--- src/rtl/mvs_pkg.sv ---
// Shared constants and helpers for the multi-view splitter: legal view counts
// and the width function used to size column and address counters.
package mvs_pkg;

  localparam int N_VIEWS_MIN = 2;
  localparam int N_VIEWS_MAX = 4;

  // Bits needed to index n entries; never less than one bit.
  function automatic int col_width(input int n);
    return (n <= 1) ? 1 : $clog2(n);
  endfunction

endpackage

--- src/rtl/mvs_line_buf.sv ---
// Simple dual-port line buffer with a registered read port.
// A write to the address being read in the same cycle is forwarded to the read data.
module mvs_line_buf
  import mvs_pkg::*;
#(
  parameter int DEPTH = 400,
  parameter int WIDTH = 8,
  localparam int AW = col_width(DEPTH)
) (
  input  logic             clk,
  input  logic             wrEn_i,
  input  logic [AW-1:0]    wrAddr_i,
  input  logic [WIDTH-1:0] wrData_i,
  input  logic             rdEn_i,
  input  logic [AW-1:0]    rdAddr_i,
  output logic [WIDTH-1:0] rdData_o
);

  logic [WIDTH-1:0] mem [DEPTH];
  logic [WIDTH-1:0] rdDataQ;

  always_ff @(posedge clk) begin
    if (wrEn_i) begin
      mem[wrAddr_i] <= wrData_i;
    end
    if (rdEn_i) begin
      if (wrEn_i && (wrAddr_i == rdAddr_i)) begin
        rdDataQ <= wrData_i;
      end else begin
        rdDataQ <= mem[rdAddr_i];
      end
    end
  end

  assign rdData_o = rdDataQ;

endmodule

--- src/rtl/multi_view_splitter.sv ---
// Splits a line of N_VIEWS side-by-side views into co-located pixel words.
// Optional macro MVS_LINE_CHECK_EN adds a sticky line_err output for short/long lines.
module multi_view_splitter
  import mvs_pkg::*;
#(
  parameter int N_VIEWS  = 2,
  parameter int VIEW_W   = 400,
  parameter int PX_WIDTH = 8
) (
  input  logic                         clk,
  input  logic                         rst,
  input  logic                         de_in,
  input  logic                         h_sync_in,
  input  logic                         v_sync_in,
  input  logic [PX_WIDTH-1:0]          pixel_in,
  output logic                         clk_out,
  output logic                         de_out,
  output logic                         h_sync_out,
  output logic                         v_sync_out,
`ifdef MVS_LINE_CHECK_EN
  output logic                         line_err,
`endif
  output logic [N_VIEWS*PX_WIDTH-1:0]  pixel_out
);

  localparam int TOTAL = N_VIEWS * VIEW_W;
  localparam int CW    = col_width(TOTAL);
  localparam int AW    = col_width(VIEW_W);
  localparam logic [CW-1:0] LAST_COL = CW'(TOTAL - 1);

  if ((N_VIEWS < N_VIEWS_MIN) || (N_VIEWS > N_VIEWS_MAX)) begin : g_bad_cfg
    $error("multi_view_splitter: N_VIEWS must be within 2..4");
  end

  logic [CW-1:0]       colQ, colD;
  logic                overQ, overD;
  logic                holdQ, holdD;
  logic                deOutQ;
  logic                hsQ, vsQ;
  logic [PX_WIDTH-1:0] lastPixQ;
  logic                pixValid;
  logic                rdEn;
  logic [N_VIEWS-2:0]  wrEn;
  logic [AW-1:0]       bufAddr;
  logic [PX_WIDTH-1:0] bufRd [N_VIEWS-1];
  int                  viewIdx;

  assign clk_out = clk;

  // overQ marks a completed line (extra pixels ignored); holdQ blocks a line cut by reset.
  always_comb begin
    pixValid = de_in && !overQ && !holdQ;
    viewIdx  = 0;
    for (int k = 1; k < N_VIEWS; k++) begin
      if (int'(colQ) >= k * VIEW_W) begin
        viewIdx = k;
      end
    end
    bufAddr = AW'(int'(colQ) - viewIdx * VIEW_W);
    rdEn    = pixValid && (viewIdx == N_VIEWS - 1);
    for (int v = 0; v < N_VIEWS - 1; v++) begin
      wrEn[v] = pixValid && (viewIdx == v);
    end
  end

  always_comb begin
    colD  = colQ;
    overD = overQ;
    holdD = holdQ;
    if (!de_in) begin
      colD  = '0;
      overD = 1'b0;
      holdD = 1'b0;
    end else if (pixValid) begin
      if (colQ == LAST_COL) begin
        overD = 1'b1;
      end else begin
        colD = colQ + CW'(1);
      end
    end
  end

  always_ff @(posedge clk) begin
    if (rst) begin
      colQ     <= '0;
      overQ    <= 1'b0;
      holdQ    <= 1'b1;
      deOutQ   <= 1'b0;
      hsQ      <= 1'b0;
      vsQ      <= 1'b0;
      lastPixQ <= '0;
    end else begin
      colQ     <= colD;
      overQ    <= overD;
      holdQ    <= holdD;
      deOutQ   <= rdEn;
      hsQ      <= h_sync_in;
      vsQ      <= v_sync_in;
      lastPixQ <= pixel_in;
    end
  end

  for (genvar v = 0; v < N_VIEWS - 1; v++) begin : g_buf
    mvs_line_buf #(
      .DEPTH (VIEW_W),
      .WIDTH (PX_WIDTH)
    ) u_buf (
      .clk      (clk),
      .wrEn_i   (wrEn[v]),
      .wrAddr_i (bufAddr),
      .wrData_i (pixel_in),
      .rdEn_i   (rdEn),
      .rdAddr_i (bufAddr),
      .rdData_o (bufRd[v])
    );
  end

  always_comb begin
    pixel_out = '0;
    if (deOutQ) begin
      for (int v = 0; v < N_VIEWS - 1; v++) begin
        pixel_out[v*PX_WIDTH +: PX_WIDTH] = bufRd[v];
      end
      pixel_out[(N_VIEWS-1)*PX_WIDTH +: PX_WIDTH] = lastPixQ;
    end
  end

  assign de_out     = deOutQ;
  assign h_sync_out = hsQ;
  assign v_sync_out = vsQ;

`ifdef MVS_LINE_CHECK_EN
  // vsQ is the previous v_sync_in, so it doubles as the rising-edge reference.
  logic lineErrQ;
  logic shortLine, longLine;

  assign shortLine = !de_in && (colQ != '0) && !overQ;
  assign longLine  = de_in && overQ;

  always_ff @(posedge clk) begin
    if (rst) begin
      lineErrQ <= 1'b0;
    end else if (v_sync_in && !vsQ) begin
      lineErrQ <= 1'b0;
    end else if (shortLine || longLine) begin
      lineErrQ <= 1'b1;
    end
  end

  assign line_err = lineErrQ;
`endif

endmodule
--- config.mk ---
export PLATFORM = sky130hd
export DESIGN_NAME = multi_view_splitter
export DESIGN_NICKNAME = d
export VERILOG_FILES = /design/src/rtl/mvs_pkg.sv /design/src/rtl/mvs_line_buf.sv /design/src/rtl/multi_view_splitter.sv
export SDC_FILE = /design/constraint.sdc
export NUM_CORES = 2
export LEC_CHECK = 0
export CAP_MARGIN = 25
export CORE_MARGIN = 2
export CORE_UTILIZATION = 62
export DETAILED_ROUTE_END_ITERATION = 10
export HOLD_SLACK_MARGIN = 0.1
export PLACE_DENSITY = 0.81
export SLEW_MARGIN = 25
export SYNTH_ARGS = -nofsm -noshare
export SYNTH_HDL_FRONTEND = slang
export SYNTH_SLANG_ARGS = --single-unit
--- constraint.sdc ---
create_clock -name clk -period 5.8 [get_ports clk]
set_input_delay 0.58 -clock clk [delete_from_list [all_inputs] [get_ports clk]]
set_output_delay 0.58 -clock clk [all_outputs]
set_load 0.005 [all_outputs]
==> results.cfg <==
[outcome]
status = finished clean

[routing]
antenna_left = 0
wl_per_cell_um = 41.1
dr.pass1.iters = 8
wirelength_mm = 357
dr_total_vias = 64800
drt_iter0_drc = 12300
drc_errors = 0
viasPerCell = 7.46

[timing]
rsz0062_at_grt = false
clock_skew_ns = 0.0433
max_freq_mhz = 182
worst_pin_slew_ns = 1.29
final.period_utilization_pct = 94.8
slew_violations = 0
layout_min_cycle_time_ns = 5.50
max-slew-margin-rel_pct = 13.5
setup_viol = 0
setup-tns-final_ns = 0
hold_violations = 0

[grt]
antenna_found_initial = 25
grt_pass1_wl_mm = 501
grt_use_met1_pct = 47.0
grt_pass1_vias = 64400
overflow = 0
grtUsageMet3_pct = 10.8
grt_max_degree = 200
grt_usage_pct = 35.2
grt_use_met2_pct = 53.0
grt_busiest_layer = met2

[clocking]
clock_latency_ns = 1.06
postCtsSetupBuffers = 0
cts_resized = 0
cts_tree = done
path_clk_slew_ns = 0.07

[logic_synthesis]
synth_compound_area_share_pct = 1.64
synth.avg_cell_area_um2 = 22.3
synth_top_family_by_area = multiplexers
syn_nets = 5634
synthXorXnorAreaFrac_pct = 0.113
synth_edf_count = 3208
ys_ff_latch = 3231
synthesis.area_um2 = 125000
synthAdderAreaFrac_pct = 0.0700
synth-simple-area-share_pct = 2.39
yosys_warnings = 0
muxShareOfSynthArea_pct = 17.0
synth_cell_types = 67
seq_area_frac_synth_pct = 77.4
ys.flop_type = edfxtp_1
syn_inst = 5614
synthArstFlopShare_pct = 0

[floorplan]
rows = 164
design.core.area_um2 = 200000
ioPinCount = 33
start_util_pct = 62.5
die_area_um2 = 205000
dieWidth_um = 453
die_h_um = 453

[critical_path]
cp.required_ns = 6.59
worstPathMaxFanout = 24
arrival_ns = 6.29
cp-start-kind = flip-flop
reg2reg_depth = 12
worstSetupStartpoint = colQ[6]
cp-end-kind = flip-flop
crit_type = reg2reg
r2r-start = colQ[6]

[placed_design]
gp_congestion = 0.913
hpwl_mm = 193
portBuffers = 32

[layout]
syn_to_final_growth_pct = 11.5
finish.utilization_pct = 69.7
nets = 5807
drive_gt1_share_pct = 25.7

[power_and_ir_drop]
powerDensity_nw_per_um2 = 341
peakVddDrop_mv = 0.282
total_power_mw = 47.6
p_leak_nw = 41.9

[worst_hold_path]
hold_depth = 1
hp-start = pixel_in[2]
min_path_type = in2reg

[job]
cap_violations = 0
-- cells in the mapped netlist, types with 5 or more instances --
cell / count / area (um^2)
nor3_1: 10 / 50.1
o21ai_0: 13 / 65.1
o211ai_1: 16 / 120
o22ai_1: 10 / 62.6
o221ai_1: 13 / 114
a22oi_1: 71 / 533
a211oi_1: 12 / 90.1
a311oi_1: 7 / 61.3
or3_1: 5 / 31.3
dfxtp_1: 23 / 460
inv_1: 7 / 26.3
ha_1: 7 / 87.6
a211o_1: 5 / 43.8
mux4_2: 881 / 19800
clkbuf_1: 113 / 424
buf_2: 120 / 601
and2_1: 21 / 131
a221oi_1: 15 / 131
a31oi_1: 18 / 113
buf_1: 29 / 109
buf_4: 59 / 443
nand2_1: 141 / 529
xor2_1: 5 / 43.8
mux2i_1: 123 / 1230
nand4_1: 6 / 37.5
mux2_2: 17 / 191
and3_1: 6 / 37.5
nand3_1: 36 / 180
a22o_1: 16 / 140
nand2b_1: 10 / 62.6
a32oi_1: 6 / 52.6
xnor2_1: 6 / 52.6
buf_6: 11 / 124
o2111ai_1: 9 / 78.8
nor2b_1: 20 / 125
edfxtp_1: 3208 / 96300
a21oi_1: 41 / 205
nor2_1: 450 / 1690
-- report_power, final --
group	switching (mW)	total [mW]	internal (mW)	leakage, nW
sequential	0.00919	25.7	25.7	29.0
combinational	0.688	0.962	0.274	7.89
clock	9.04	21.0	11.9	5.01
-- registers in the layout, summed over array words and instances, names as in the netlist --
register and flops:
overQ 1, g_buf.u_buf.mem 3200, g_buf.u_buf.rdData_o 8, v_sync_out 1
lastPixQ 8, colQ 10, h_sync_out 1, de_out 1
holdQ 1
-- stage by stage --
| step | setup slack (ns) | instance area [um^2] | hold slack, ns | instances |
|---|---|---|---|---|
| final | 0.304 | 139000 | 0.138 | 8696 |
| after global routing | 0.426 | 139000 | 0.155 | 8680 |
| after CTS | 0.507 | 139000 | 0.113 | 8671 |
| after detailed placement | 0.578 | 129000 | 0.485 | 8101 |
| after global placement | 0.444 | 129000 | 0.457 | 8095 |
| after floorplan | 1.99 | 125000 | 0.442 | 5614 |
-- layer usage --
layer / vias to the layer above / share of wire [%]
met4: 32 / 6.1
met2: 6230 / 47
met3: 1238 / 14
li1: 24000 / -
met5: - / 0.056
met1: 33400 / 33
-- cell families (layout without fill, tap and decap cells) --
group           after synthesis  after routing
fa+ha+maj                     7              7
simple gates                721            721
other cells                   0             18
compound gates              278            278
buf+inv                     343            751
mux                        1021           1021
flops                      3231           3231
xor+xnor                     13             13
-- worst max-delay path: stages (launching register included) --
cell,delay [ns]
dfxtp_1,0.43
or3_1,0.38
a31oi_2,0.39
inv_1,0.16
ha_2,0.21
ha_2,0.49
buf_4,0.35
and2_2,0.25
nand2_1,0.80
a21oi_1,0.13
a311oi_1,0.88
a211oi_1,0.15
or4_1,0.55
-- cell type report --
class                      count  area, um^2
sequential                  3231       96800
fill                       10900       60600
multi-input combinational   2040       26900
clock buffer                 389        8630
tap                         2656        3320
timing repair buffer         176        2070
clock inverter               176        1670
inverter                      10        46.3
antenna                       18        45.0
-- layout by cell type (no fill, tap or decap), drive strengths merged, types with 36 or more instances in the layout --
| cell | instances |
|---|---|
| nand2 | 141 |
| a22oi | 71 |
| clkbuf | 388 |
| a21oi | 41 |
| mux2i | 123 |
| nor2 | 450 |
| clkinv | 126 |
| nand3 | 36 |
| buf | 144 |
| mux4 | 881 |
| edfxtp | 3208 |
-- repair_timing --
item	4_1_cts	5_1_grt
endpoints found under the setup margin	0	0
hold buffers	6	3
hold endpoints to repair	249	106
-- final timing paths --
path	end	slack [ns]
hold / removal	g_buf[0].u_buf.mem[176][2]	0.14
hold reg to reg	holdQ	0.51
setup / recovery	g_buf[0].u_buf.rdData_o[1]	0.30
setup reg to reg	g_buf[0].u_buf.rdData_o[1]	0.30
(Power assumes the default switching activity.)
